===== config.mk =====
export PLATFORM = sky130hd
export DESIGN_NAME = clock_ctrl
export DESIGN_NICKNAME = d
export VERILOG_FILES = /design/src/rtl/clock_pkg.sv /design/src/rtl/clock_ctrl_btn_sync_edge.sv /design/src/rtl/clock_ctrl.sv
export SDC_FILE = /design/constraint.sdc
export NUM_CORES = 1
export LEC_CHECK = 0
export BUFFER_PORTS_ARGS = -buffer_cell sky130_fd_sc_hd__buf_2
export CORE_MARGIN = 10
export CORE_UTILIZATION = 45
export DETAILED_ROUTE_END_ITERATION = 6
export PLACE_DENSITY = 0.64
export SLEW_MARGIN = 40
export SYNTH_ARGS = -nofsm -noshare
export SYNTH_HDL_FRONTEND = slang
export SYNTH_SLANG_ARGS = --single-unit
export TNS_END_PERCENT = 50

===== constraint.sdc =====
create_clock -name clk -period 3.5 [get_ports clk]
set_input_delay 0.175 -clock clk [delete_from_list [all_inputs] [get_ports clk]]
set_output_delay 0.175 -clock clk [all_outputs]
set_load 0.01 [all_outputs]

===== src/rtl/clock_pkg.sv =====
// Shared state type, digit limits and reset time for the clock_ctrl timekeeping slice.
package clock_pkg;

    typedef enum logic [1:0] {
        RUN     = 2'd0,
        SET_HR  = 2'd1,
        SET_MIN = 2'd2
    } state_e;

    localparam logic [3:0] HOUR_MIN = 4'd1;
    localparam logic [3:0] HOUR_MAX = 4'd12;
    localparam logic [3:0] TENS_MAX = 4'd5;
    localparam logic [3:0] MIN_MAX  = 4'd9;
    localparam logic [5:0] SEC_MAX  = 6'd59;

    localparam logic [3:0] RST_HOUR = 4'd12;
    localparam logic [3:0] RST_TENS = 4'd0;
    localparam logic [3:0] RST_MIN  = 4'd0;

    function automatic logic [3:0] next_hour(input logic [3:0] hour);
        return (hour == HOUR_MAX) ? HOUR_MIN : hour + 4'd1;
    endfunction

    // Advances the BCD minute pair 00..59; bit 8 of the result flags the 59->00 wrap.
    function automatic logic [8:0] next_minutes(input logic [3:0] tens, input logic [3:0] units);
        logic       carry;
        logic [3:0] tens_n;
        logic [3:0] units_n;
        carry   = 1'b0;
        tens_n  = tens;
        units_n = units + 4'd1;
        if (units == MIN_MAX) begin
            units_n = '0;
            if (tens == TENS_MAX) begin
                tens_n = '0;
                carry  = 1'b1;
            end else begin
                tens_n = tens + 4'd1;
            end
        end
        return {carry, tens_n, units_n};
    endfunction

endpackage


===== src/rtl/clock_ctrl_btn_sync_edge.sv =====
// Two-flop synchroniser for a debounced button, with a registered one-cycle rising-edge pulse.
module btn_sync_edge (
    input  logic clk_i,
    input  logic rst_ni,
    input  logic btn_i,
    output logic level_o,
    output logic rise_o
);

    logic meta_q;
    logic sync_q;
    logic prev_q;
    logic rise_q;

    always_ff @(posedge clk_i or negedge rst_ni) begin
        if (!rst_ni) begin
            meta_q <= 1'b0;
            sync_q <= 1'b0;
            prev_q <= 1'b0;
            rise_q <= 1'b0;
        end else begin
            meta_q <= btn_i;
            sync_q <= meta_q;
            prev_q <= sync_q;
            rise_q <= sync_q & ~prev_q;
        end
    end

    assign level_o = sync_q;
    assign rise_o  = rise_q;

endmodule


===== src/rtl/clock_ctrl.sv =====
// 12-hour HH:MM timekeeper with mode/up set buttons for the seven-segment clock.
// Optional AUTO_REPEAT_EN adds hold-to-repeat on the up button in the set states.
module clock_ctrl
    import clock_pkg::*;
#(
    parameter int unsigned SYS_FREQ      = 100_000_000,
    parameter int unsigned REPEAT_DELAY  = SYS_FREQ / 2,
    parameter int unsigned REPEAT_PERIOD = SYS_FREQ / 8
) (
    input  logic        clk,
    input  logic        rst,
    input  logic        btn_mode,
    input  logic        btn_up,
    output logic [11:0] time_bus,
    output logic        dp,
    output logic        set_hr,
    output logic        set_min
);

    localparam int unsigned HALF = SYS_FREQ / 2;
    localparam int unsigned PW   = (HALF > 1) ? $clog2(HALF) : 1;
    localparam logic [PW-1:0] PRESC_LAST = PW'(HALF - 1);

    state_e        state_q, state_d;
    logic [3:0]    hour_q, hour_d;
    logic [3:0]    tens_q, tens_d;
    logic [3:0]    min_q, min_d;
    logic [5:0]    sec_q, sec_d;
    logic [PW-1:0] presc_q, presc_d;
    logic          blink_q, blink_d;
    logic          dp_q, dp_d;
    logic          set_hr_q, set_min_q;

    logic          mode_level, mode_rise;
    logic          up_level, up_rise;
    logic          up_inc;
    logic          half_tick, sec_tick;
    logic [8:0]    min_next;

    btn_sync_edge u_mode_sync (
        .clk_i   (clk),
        .rst_ni  (rst),
        .btn_i   (btn_mode),
        .level_o (mode_level),
        .rise_o  (mode_rise)
    );

    btn_sync_edge u_up_sync (
        .clk_i   (clk),
        .rst_ni  (rst),
        .btn_i   (btn_up),
        .level_o (up_level),
        .rise_o  (up_rise)
    );

`ifdef AUTO_REPEAT_EN
    localparam int unsigned RW = $clog2(REPEAT_DELAY + 1);

    logic [RW-1:0] rpt_cnt_q, rpt_cnt_d;
    logic          rpt_fire;
    logic          unused_level;

    assign unused_level = mode_level;
    assign rpt_fire     = up_level && (rpt_cnt_q == RW'(REPEAT_DELAY));
    assign up_inc       = up_rise | rpt_fire;

    // Counter tracks cycles the synchronised level has been high; after the first
    // fire it reloads so each later fire lands exactly REPEAT_PERIOD cycles apart.
    always_comb begin
        rpt_cnt_d = rpt_cnt_q + RW'(1);
        if (state_q == RUN || !up_level || mode_rise) begin
            rpt_cnt_d = '0;
        end else if (rpt_fire) begin
            rpt_cnt_d = RW'(REPEAT_DELAY - REPEAT_PERIOD + 1);
        end
    end

    always_ff @(posedge clk or negedge rst) begin
        if (!rst) begin
            rpt_cnt_q <= '0;
        end else begin
            rpt_cnt_q <= rpt_cnt_d;
        end
    end
`else
    localparam logic unused_rpt_cfg = (REPEAT_PERIOD <= REPEAT_DELAY);
    logic unused_level;

    assign unused_level = mode_level ^ up_level;
    assign up_inc       = up_rise;
`endif

    assign half_tick = (presc_q == PRESC_LAST);
    assign sec_tick  = half_tick & blink_q;
    assign min_next  = next_minutes(tens_q, min_q);

    always_comb begin
        state_d = state_q;
        hour_d  = hour_q;
        tens_d  = tens_q;
        min_d   = min_q;
        sec_d   = sec_q;
        presc_d = half_tick ? '0 : presc_q + PW'(1);
        blink_d = blink_q ^ half_tick;

        case (state_q)
            RUN: begin
                // Any minute carry is applied before a same-cycle mode change takes effect.
                if (sec_tick) begin
                    if (sec_q == SEC_MAX) begin
                        sec_d  = '0;
                        tens_d = min_next[7:4];
                        min_d  = min_next[3:0];
                        if (min_next[8]) begin
                            hour_d = next_hour(hour_q);
                        end
                    end else begin
                        sec_d = sec_q + 6'd1;
                    end
                end
                if (mode_rise) begin
                    state_d = SET_HR;
                    sec_d   = '0;
                end
            end
            SET_HR: begin
                sec_d = '0;
                if (mode_rise) begin
                    state_d = SET_MIN;
                end else if (up_inc) begin
                    hour_d = next_hour(hour_q);
                end
            end
            SET_MIN: begin
                sec_d = '0;
                if (mode_rise) begin
                    // Restart the second phase so the first minute after setting is a full 60 s.
                    state_d = RUN;
                    presc_d = '0;
                    blink_d = 1'b0;
                end else if (up_inc) begin
                    tens_d = min_next[7:4];
                    min_d  = min_next[3:0];
                end
            end
            default: begin
                state_d = RUN;
            end
        endcase

        dp_d = (state_d == SET_HR) | ((state_d == RUN) & blink_d);
    end

    always_ff @(posedge clk or negedge rst) begin
        if (!rst) begin
            state_q   <= RUN;
            hour_q    <= RST_HOUR;
            tens_q    <= RST_TENS;
            min_q     <= RST_MIN;
            sec_q     <= '0;
            presc_q   <= '0;
            blink_q   <= 1'b0;
            dp_q      <= 1'b0;
            set_hr_q  <= 1'b0;
            set_min_q <= 1'b0;
        end else begin
            state_q   <= state_d;
            hour_q    <= hour_d;
            tens_q    <= tens_d;
            min_q     <= min_d;
            sec_q     <= sec_d;
            presc_q   <= presc_d;
            blink_q   <= blink_d;
            dp_q      <= dp_d;
            set_hr_q  <= (state_d == SET_HR);
            set_min_q <= (state_d == SET_MIN);
        end
    end

    assign time_bus = {hour_q, tens_q, min_q};
    assign dp       = dp_q;
    assign set_hr   = set_hr_q;
    assign set_min  = set_min_q;

endmodule


; ---- After elaboration in Yosys (flattened, before gate mapping)
; Index checks and enable logic that the tools add are counted.
[op_classes]
addsub = 5
eq_ne = 17
n_mux = 35
bitwise = 8
reduce_logical = 9
[op_table]
columns = op, count
row1 = 2-to-1 mux 26 bit, 3
row2 = 2-to-1 mux 4 bit, 17
row3 = "adder 26 x 1 -> 26 bit, second input constant", 1
row4 = "== test 26 bit, second input constant", 1
row5 = case mux 4 bit (2 select lines), 3
row6 = 2-to-1 mux 6 bit, 3
row7 = "adder 4 x 1 -> 4 bit, second input constant", 3
row8 = case mux 6 bit (2 select lines), 1
row9 = "inequality test 2 bit, second input constant", 5
row10 = "== test 4 bit, second input constant", 2
row11 = "adder 6 x 1 -> 6 bit, second input constant", 1
row12 = "== test 6 bit, second input constant", 1
row13 = 2-to-1 mux 2 bit, 3
row14 = case mux 2 bit (3 select lines), 1
row15 = AND reduction 6 bit, 1
row16 = nonzero test 2 bit, 3
row17 = AND reduction 5 bit, 1
row18 = AND 1 bit, 4
row19 = "== test 2 x 1 -> 1 bit, second input constant", 2
row20 = "== test 2 bit, second input constant", 2
row21 = "== test 4 x 3 -> 1 bit, second input constant", 1
row22 = zero test 2 bit, 2
row23 = 2-to-1 mux 1 bit, 4
row24 = "inequality test 2 x 1 -> 1 bit, second input constant", 2
row25 = other kinds (6), 7
[totals]
register_bits = 58
output_inout_bits = 15
elab_cells = 92

; ---- Depth between registers and ports, before layout
; Gate-level depths: netlist (run 1).
[logic_depth]
ltp_word = 7
depth_mapped = 10
depth_no_buf = 10

; ---- Modules after synthesis
; From an unflattened synthesis (run 1), not the netlist that was laid out.
[hier_totals]
hier_cells = 278
hier_area_um2 = 2810.2
[modules_own_cells]
columns = mod, n_inst, cells_each, area_per_inst_um2
row1 = clock_ctrl, 1, 268, 2582.5
row2 = btn_sync_edge, 2, 5, 113.9

; ---- Worst setup path after synthesis (run 1)
; No wires, ideal clock.
[synth_timing]
kind = flip-flop to flip-flop
start = register presc_q[7]
end = register tens_q[0]
setup_time_ns = 0.079
t_arrival_ns = 2.390
required_time_ns = 3.421
slack_ns = 1.031
path_stages_with_launch = 9
n_path_buf = 0
synth_period_minus_slack_ns = 2.469
path_cell_list = dfrtp_1 -> or4b_1 -> nor4_2 -> ha_1 -> nand4b_1 -> o21ai_0 -> nand3_1 -> nor3_1 -> xor2_1
[synth_between]
elab_chain_len = 4
[synth_rtl]
columns = element, line
row1 = start: declaration, clock_ctrl.sv:29  ; logic [PW-1:0] presc_q, presc_d;
row2 = start signal: assignment, clock_ctrl.sv:172  ; presc_q <= presc_d;
row3 = == test 26 bit, clock_ctrl.sv:93  ; assign half_tick = (presc_q == PRESC_LAST);
row4 = AND 1 bit, clock_ctrl.sv:94  ; assign sec_tick = half_tick & blink_q;
row5 = inequality test 2 bit (no line), n/a
row6 = AND reduction 5 bit (no line), n/a
row7 = end signal: assignment, clock_ctrl.sv:169  ; tens_q <= tens_d;
row8 = end: declaration, clock_ctrl.sv:26  ; logic [3:0] tens_q, tens_d;
; No other way between the ends.
; A chain may end at the register's enable or synchronous reset.

; ---- Worst setup path in the final report (run 1)
[layout_timing]
start = register presc_q[0]
end = register tens_q[0]
; The elaborated chain is that of the path after synthesis.

==> results of run 1 <==
[synthesized netlist by cell type, types with 3 or more instances]
| cell type | instances |
|---|---|
| xnor2_1 | 7 |
| nand4b_1 | 3 |
| nand2b_1 | 4 |
| nand2_1 | 25 |
| o21ai_0 | 12 |
| nor2_1 | 44 |
| dfrtp_1 | 56 |
| nor3_1 | 5 |
| nor2b_1 | 4 |
| nand3_1 | 16 |
| a21oi_1 | 7 |
| ha_1 | 9 |
| nand4_1 | 9 |
| xor2_1 | 24 |
| and3_1 | 4 |
| inv_1 | 10 |
[placed cells by master (no fill, tap or decap), drive strengths merged, types with 3 or more instances in the layout]
cell type / count
a21oi: 8
and3: 5
buf: 21
clkbuf: 13
clkinv: 3
dfrtp: 56
dlygate4sd3: 3
ha: 9
inv: 10
nand2: 26
nand2b: 4
nand3: 17
nand4: 10
nand4b: 3
nor2: 44
nor2b: 4
nor3: 5
nor3b: 3
nor4: 4
o21ai: 12
xnor2: 7
xor2: 24
[worst max-delay path: stages (launching register included)]
cell and delay, ns:
dfrtp_1 0.38, ha_1 0.22, and4_1 0.21, buf_4 0.18
nand3_1 0.10, nor4_2 0.18, ha_1 0.22, nand4b_1 0.12
o21ai_0 0.35, nand3_1 0.23, nor3_1 0.27, xor2_1 0.16
[power groups by stage]
stage	sequential, mW	clock, mW	combinational (mW)
after floorplan	0.965	0	0.411
after global placement	0.958	0	0.595
after detailed placement	0.961	0	0.601
after CTS	0.951	0.532	0.605
after global routing	0.974	0.560	0.688
final	0.952	0.516	0.597
[flip-flops by register name (all words and copies together), names as in the netlist]
register and cells:
dp 1, presc_q 26, set_min 1, state_q 2
hour_q 4, sec_q 6, tens_q 4, set_hr 1
min_q 4, u_mode_sync.prev_q 1, u_up_sync.prev_q 1, u_mode_sync.meta_q 1
u_up_sync.level_o 1, u_up_sync.rise_o 1, u_mode_sync.level_o 1, u_mode_sync.rise_o 1
u_up_sync.meta_q 1, blink_q 1
[cell type report]
| class | instances | area [µm²] |
|---|---|---|
| fill | 547 | 2830 |
| sequential | 58 | 1450 |
| multi-input combinational | 204 | 1300 |
| clock buffer | 13 | 149 |
| timing repair buffer | 24 | 145 |
| tap | 75 | 93.8 |
| inverter | 10 | 37.5 |
| clock inverter | 3 | 15.0 |
[cell families (layout without fill, tap and decap cells)]
group | count (synthesis) | count (layout)
flops | 58 | 58
mux | 2 | 2
xor+xnor | 31 | 31
simple gates | 134 | 134
compound gates | 28 | 28
buf+inv | 15 | 50
fa+ha+maj | 9 | 9
[routing by layer]
metal	vias to the layer above	wire length, µm	track usage [%]
li1	1012	-	-
met1	964	2480	13.4
met2	39	2200	15.1
met3	8	291	5.12
met4	0	69	4.08
met5	-	0	0
[final timing paths]
| kind | startpoint | to | slack, ns | cells past startpoint |
|---|---|---|---|---|
| worst min register to register | u_up_sync.meta_q | u_up_sync.level_o | 0.34 | 0 |
| worst min-delay path | u_up_sync.meta_q | u_up_sync.level_o | 0.34 | 0 |
| worst max-delay path | presc_q[0] | tens_q[0] | 0.82 | 11 |
| worst max register to register | presc_q[0] | tens_q[0] | 0.82 | 11 |
| max in group asynchronous | rst | hour_q[2] | 2.45 | 3 |
| min in group asynchronous | rst | sec_q[3] | 0.39 | 2 |
==> impl_metrics.ini, run 1 <==
[sta]
worst_slack_ns = 0.816
setup-tns-final_ns = 0
setup_viol = 0
rsz0062_at_grt = no
clock_skew_ns = 0.00620
final_max_slew_viol_count = 0
holdWs_ns = 0.345
slew-limit-headroom_pct = 47.7
fin_crit_sh_pct = 76.7
max_freq_mhz = 373
final.min_clock_period_ns = 2.68
hold_violations = 0
tightestPinTransition_ns = 0.782

[synth]
syn_inst = 277
synth_simple_gate_area_share_pct = 25.5
ys_warn_count = 0
synth_top_area_share_pct = 49.5
synth_edf_count = 0
ys.flop_type = dfrtp_1
syn_area_per_cell_um2 = 10.2
synthTopCellsByArea = dfrtp_1, xor2_1, nor2_1
synth_top_family_by_area = simple AND/OR/NAND/NOR gates
synth_area_leader_cell = dfrtp_1
synth-compound-area-share_pct = 6.10
synth_area_mm2 = 0.00283
syn_nets = 290
synth-adder-area-share_pct = 3.98
synth_cell_types = 45
ys_seq_area_share_pct = 51.4
ys_ff_latch = 58
async_flop_share_pct = 100
synthXorXnorAreaFrac_pct = 9.60
yosys-mux-area-fraction_pct = 0.796

[placement]
place_congestion = 0.776
dpl.cell_count = 368
postPlaceCellArea_mm2 = 0.00300
io_buffers = 18
dp_hpwl_um = 3450
place_ws_ns = 0.790

[power]
power_mw = 2.06
swShare_pct = 35.5
p_seq_share_pct = 46.1
p_int_mw = 1.33
power.switching_mw = 0.734
ir_drop_mv = 0.373
comb_power_share_pct = 28.9
p_leak_nw = 1.52
power.density_mw_per_mm2 = 646
clkPwrFrac_pct = 25.0

[clock_tree]
cts_resized = 0
cts_made_buffers = 9
cts_tree = yes
clk_path_buf_depth = 2
clk_pin_slew_ns = 0.06
root_buffer = clkbuf_8
clock_latency_ns = 0.33
hold_buffers = 3
postCtsSetupBuffers = 0
cts.sinks = 58
htree_levels = 3

[floorplanning]
fp.dieArea_mm2 = 0.00986
ios = 19
die_h_um = 99.3
start_util_pct = 46.9
core_mm2 = 0.00603
rows = 28
die_w_um = 99.3

[status]
outcome = completed

[route]
drc_errors = 0
viasPerCell = 5.23
vias = 2023
wirelength_um = 5040
ant_nets = 0
wire_per_inst_um = 13.0
drtIter0Drc = 90
drtPass1Iterations = 4

[finish]
layout-drive-gt1-share_pct = 15.1
area_growth_syn_to_layout_pct = 12.9
utilization_pct = 53.0
design_area_mm2 = 0.00319
stdcell_count = 387
fin_nets = 320
diodes = 0

[worst_setup_path]
crit_type = reg2reg
end_kind = flip-flop
critPathRequiredTime_ns = 3.76
critPathLaunchType = flip-flop
timing.critical_path.arrival_ns = 2.94
crit_fanout = 11

[grt]
antenna_found_initial = 0
grt_max_degree = 46
overflow = 0
grt_pass1_vias = 1866
grt_pass1_wl_um = 8560
grt_usage_pct = 10.6

[job]
maxCapViolCount = 0

[hold_path]
hp-class = reg2reg
(Power assumes the default switching activity.)
==> run 2: changes to the inputs <==
Settings changed: PLACE_DENSITY 0.64 to 0.67.
Clock period 3.5 ns to 2.3 ns, I/O delays scaled along.
==> run 2 against run 1 <==
  * The run now ends with setup timing left
  * Critical path depth fell by 2
  * Clock skew increased by 0.0051 ns
  * Combinational power grew 88%
  * Register-to-register slack worse by 0.95 ns
==> impl_metrics.ini, run 2 (synthesis results as in run 1) <==
[route]
vias = 2148
route.top_layer_used = met4
drtIter0Drc = 50
ant_nets = 0
drtPass1Iterations = 4
wirelength_um = 5570
dr_wl_met3_um = 278
drc_errors = 0
met2WireLength_um = 2470
viasPerCell = 5.16
wire_per_inst_um = 13.4
met1_length_um = 2710

[floorplanning]
core_mm2 = 0.00603
fp.dieArea_mm2 = 0.00986
ios = 19
die_h_um = 99.3
die_w_um = 99.3
rows = 28
start_util_pct = 46.9

[sta]
hold_violations = 0
worst_slack_ns = -0.129
slew-limit-headroom_pct = 57.1
final_max_slew_viol_count = 0
tightestPinTransition_ns = 0.643
setup_viol = 13
fin_crit_sh_pct = 106
max_freq_mhz = 412
holdWs_ns = 0.324
final.min_clock_period_ns = 2.43
clock_skew_ns = 0.0113
rsz0062_at_grt = yes

[finish]
diodes = 0
layout-drive-gt1-share_pct = 27.3
area_growth_syn_to_layout_pct = 26.7
regMostFlops = presc_q
final_common_cell = dfrtp_1
fin_nets = 349
stdcell_count = 416
top_regs = presc_q x26, sec_q x6
design_area_mm2 = 0.00358
largest_reg_flops = 26
final_cell_mix = dfrtp_1, nor2_1, buf_4

[worst_setup_path]
critPathRequiredTime_ns = 2.50
r2r_start = presc_q[16]
timing.critical_path.arrival_ns = 2.63
cpPeakStageDelay_ns = 0.40
crit_type = reg2reg
worstSetupStartpoint = presc_q[16]
worstPathCellList = nor4_2, nand4_1, nor4_4, ha_2, nand4b_1, o21ai_2, nand3_2, o21ai_1, o221ai_1
critPathLaunchType = flip-flop
cp_top_family = simple AND/OR/NAND/NOR gates
crit_buf_inv = 0
cp_slowest_cell = dfrtp_1
end_kind = flip-flop
crit_fanout = 6

[placement]
place_congestion = 0.769
dpl.cell_count = 394
place_ws_ns = -0.169
io_buffers = 18
dp_hpwl_um = 3920
postPlaceCellArea_mm2 = 0.00321

[grt]
grt_pass1_vias = 2088
grt_pass1_wl_um = 9500
grt_max_degree = 31
grt_usage_pct = 11.7
overflow = 0
antenna_found_initial = 0

[power]
power.density_mw_per_mm2 = 1040
ir_drop_mv = 0.729
clkPwrFrac_pct = 31.3
p_int_mw = 2.49
swShare_pct = 33.5
comb_power_share_pct = 30.0
p_seq_share_pct = 38.7
power.switching_mw = 1.25
p_leak_nw = 1.73
power_mw = 3.74

[clock_tree]
clk_pin_slew_ns = 0.08
root_buffer = clkbuf_8
cts_tree = yes
clk_path_buf_depth = 2
cts.sinks = 58
htree_levels = 3
clock_latency_ns = 0.34
cts_made_buffers = 9

[status]
outcome = finished with violations
violations = setup timing

[hold_path]
hp-class = in2async

[job]
maxCapViolCount = 0
run 2: changes by cell type in the layout (fill, tap and decap cells not counted), moves of 2 or more:
cell,change
clkbuf_1,-3
nand3_2,+3
o21ai_2,+3
o21ai_1,+5
clkinv_2,-3
buf_4,+28
bufinv_16,+3
clkinvlp_4,+2
o21ai_0,-8
nand3_1,-3
run 2: path summary, 6_finish.rpt:
check,endpoint,slack (ns),cells past startpoint
setup / recovery,min_q[3],-0.13,9
hold / removal,sec_q[1],0.32,2
setup reg to reg,min_q[3],-0.13,9
hold reg to reg,u_up_sync.level_o,0.35,0
max in group asynchronous,hour_q[2],1.26,3
min in group clk,u_up_sync.level_o,0.35,0
run 2: power groups by stage:
stage                     logic [mW]  clock network, mW  registers (mW)
final                           1.12               1.17            1.45
after global routing            1.26               1.24            1.48
after CTS                       1.12               1.19            1.44
after detailed placement        1.08                  0            1.45
after global placement          1.05                  0            1.45
after floorplan                0.642                  0            1.47
run 2: metrics by stage:
stage / util, % / setup TNS [ns]
after detailed placement: 53.2 / -1.11
after CTS: 58.7 / -0.667
after global routing: 59.5 / -2.18
after global placement: 53.2 / -0.138
final: 59.5 / -0.692
after floorplan: - / -0.0132
run 2: layout make-up:
type | instances | area [µm²]
clock buffers | 10 | 138
multi-input cells | 204 | 1390
clock inverters | 6 | 114
inverters | 10 | 37.5
flip-flops and latches | 58 | 1450
repair buffers | 53 | 360
fillers | 496 | 2440
well taps | 75 | 93.8
run 2: timing repair:
action	in CTS	in global routing
hold buffers	3	0
endpoints found under the hold margin	30	0
setup endpoints to repair	12	17
setup buffers	2	2
pin swaps	10	10
gates resized for setup	8	13
run 2: routing by layer:
layer / vias up / GRT usage [%]
li1: 1075 / -
met5: - / 0
met4: 0 / 5.29
met2: 35 / 18.0
met3: 12 / 4.36
met1: 1026 / 14.1
==> run 3: changes to the inputs <==
Settings changed: PLACE_DENSITY 0.67 to 0.66.
==> run 3 against run 2 <==
  * The run still ends with setup timing left
  * Worst hold slack better by 0.023 ns
  * Fmax down 1.5%
  * First-iteration DRC count down 8.0%
  * Via count down 2.0%
  * Clock skew down 0.0046 ns
  * Wire length down 0.27%
  * Critical path type unchanged
  * Cell area down 2.5%
  * Die area unchanged
  * Register-to-register slack worse by 0.04 ns
  * Cell count down 0.72%
  * Global-route usage up 0.25 points
  * Critical path depth down 2
==> impl_metrics.ini, run 3 (synthesis results as in run 1) <==
[floorplanning]
fp.dieArea_mm2 = 0.00986
start_util_pct = 46.9
core_mm2 = 0.00603
ios = 19
die_w_um = 99.3
die_h_um = 99.3
rows = 28

[power]
ir_drop_mv = 0.582
p_leak_nw = 1.69
power.density_mw_per_mm2 = 977

[route]
drc_errors = 0
viasPerCell = 5.09
ant_nets = 0
drtPass1Iterations = 4
drtIter0Drc = 46
wire_per_inst_um = 13.5
wirelength_um = 5560
vias = 2104

[grt]
grt_pass1_wl_um = 9650
overflow = 0
grt_pass1_vias = 2109
grt_usage_pct = 11.9
grt_max_degree = 59
antenna_found_initial = 0

[finish]
largest_reg_flops = 26
area_growth_syn_to_layout_pct = 23.4
fin_nets = 347
stdcell_count = 413
regMostFlops = presc_q
design_area_mm2 = 0.00349
layout-drive-gt1-share_pct = 26.0
top_regs = presc_q x26, sec_q x6
final_common_cell = dfrtp_1
final_cell_mix = dfrtp_1, nor2_1, buf_4
diodes = 0
nFillCells = 528

[hold_path]
hp-class = reg2reg
min_path_cells = 0
hold_start = u_up_sync.meta_q
min_to = u_up_sync.level_o

[job]
maxCapViolCount = 0

[status]
outcome = finished with violations
violations = setup timing

[worst_setup_path]
timing.critical_path.arrival_ns = 2.69
cp_slowest_cell = or4b_4
crit_fanout = 4
cp_top_family = simple AND/OR/NAND/NOR gates
end_kind = flip-flop
cpPeakStageDelay_ns = 0.54
reg2reg_depth = 7
critPathRequiredTime_ns = 2.52
r2r_start = presc_q[18]
worst_r2r_endpoint = tens_q[1]
worstPathCellList = or4b_4, nor4_4, ha_2, nand4b_1, o21ai_4, nand3_2, mux2_2
critPathLaunchType = flip-flop
crit_type = reg2reg
ff2ff_setup_slack_ns = -0.17
crit_buf_inv = 0

[sta]
setup_viol = 11
setup-tns-final_ns = -1.20
worst_slack_ns = -0.166
holdWs_ns = 0.347
final_max_slew_viol_count = 0
rsz0062_at_grt = yes
max_freq_mhz = 406
final.min_clock_period_ns = 2.47
clock_skew_ns = 0.00675
slew-limit-headroom_pct = 53.6
tightestPinTransition_ns = 0.696
hold_violations = 0
fin_crit_sh_pct = 107

[clock_tree]
cts.sinks = 58
htree_levels = 3
root_buffer = clkbuf_8
clk_path_buf_depth = 2
clk_pin_slew_ns = 0.06
cts_tree = yes
cts_made_buffers = 9
clock_latency_ns = 0.34

[placement]
postPlaceCellArea_mm2 = 0.00321
place_congestion = 0.804
io_buffers = 18
dpl.cell_count = 394
dp_hpwl_um = 3780
## run 3: changes by cell type in the layout (fill, tap and decap cells not counted), sizes merged
cell / delta
buf: -2
bufinv: -3
clkbuf: +2
clkinv: +2
clkinvlp: -2
## run 3: worst max-delay path by stage
stage           startpoint   endpoint  slack [ns]  depth (start not counted)
5_1_grt        presc_q[16]  tens_q[1]       -0.30                          8
6_report       presc_q[18]  tens_q[1]       -0.17                          7
3_5_place_dp   presc_q[18]  hour_q[0]       -0.12                          8
3_3_place_gp   presc_q[18]  hour_q[0]       -0.06                          8
4_1_cts        presc_q[16]  hour_q[0]       -0.10                          9
2_1_floorplan   presc_q[7]  hour_q[0]       -0.01                          8
## run 3: per-layer routing
metal	up-vias	GRT usage [%]	routed length (µm)
met2	37	18.9	2580
met4	0	4.63	81
met1	995	13.7	2550
met5	-	0	0
met3	7	5.47	345
li1	1065	-	-
## run 3: final cells by class
type | instances | area, µm² | share of cell area, %
Clock inverter | 3 | 15.0 | 0.430
Timing Repair Buffer | 51 | 345 | 9.89
Multi-Input combinational cell | 204 | 1390 | 39.8
Clock buffer | 12 | 155 | 4.44
Tap cell | 75 | 93.8 | 2.69
Inverter | 10 | 37.5 | 1.07
Sequential cell | 58 | 1450 | 41.6
## run 3: metrics by stage
stage / setup WS (ns) / total power, mW / util (%)
2_1_floorplan: -0.0128 / 2.11 / -
3_3_place_gp: -0.0598 / 2.50 / 53.2
3_5_place_dp: -0.120 / 2.53 / 53.2
4_1_cts: -0.100 / 3.42 / 57.2
5_1_grt: -0.301 / 3.67 / 58.0
6_report: -0.166 / 3.41 / 58.0
## run 3: report_power, final
group,internal (mW),total (mW),switching (mW)
clock,0.438,0.820,0.382
sequential,1.23,1.44,0.208
combinational,0.509,1.16,0.648
total,2.17,3.41,1.24
## run 3: what timing repair did
item,4_1_cts,5_1_grt
cloned,0,0
setup buffers,2,0
pin swaps,9,8
hold buffers,3,0
resized for setup,7,13
hold endpoints to repair,58,0
setup endpoints to repair,12,18
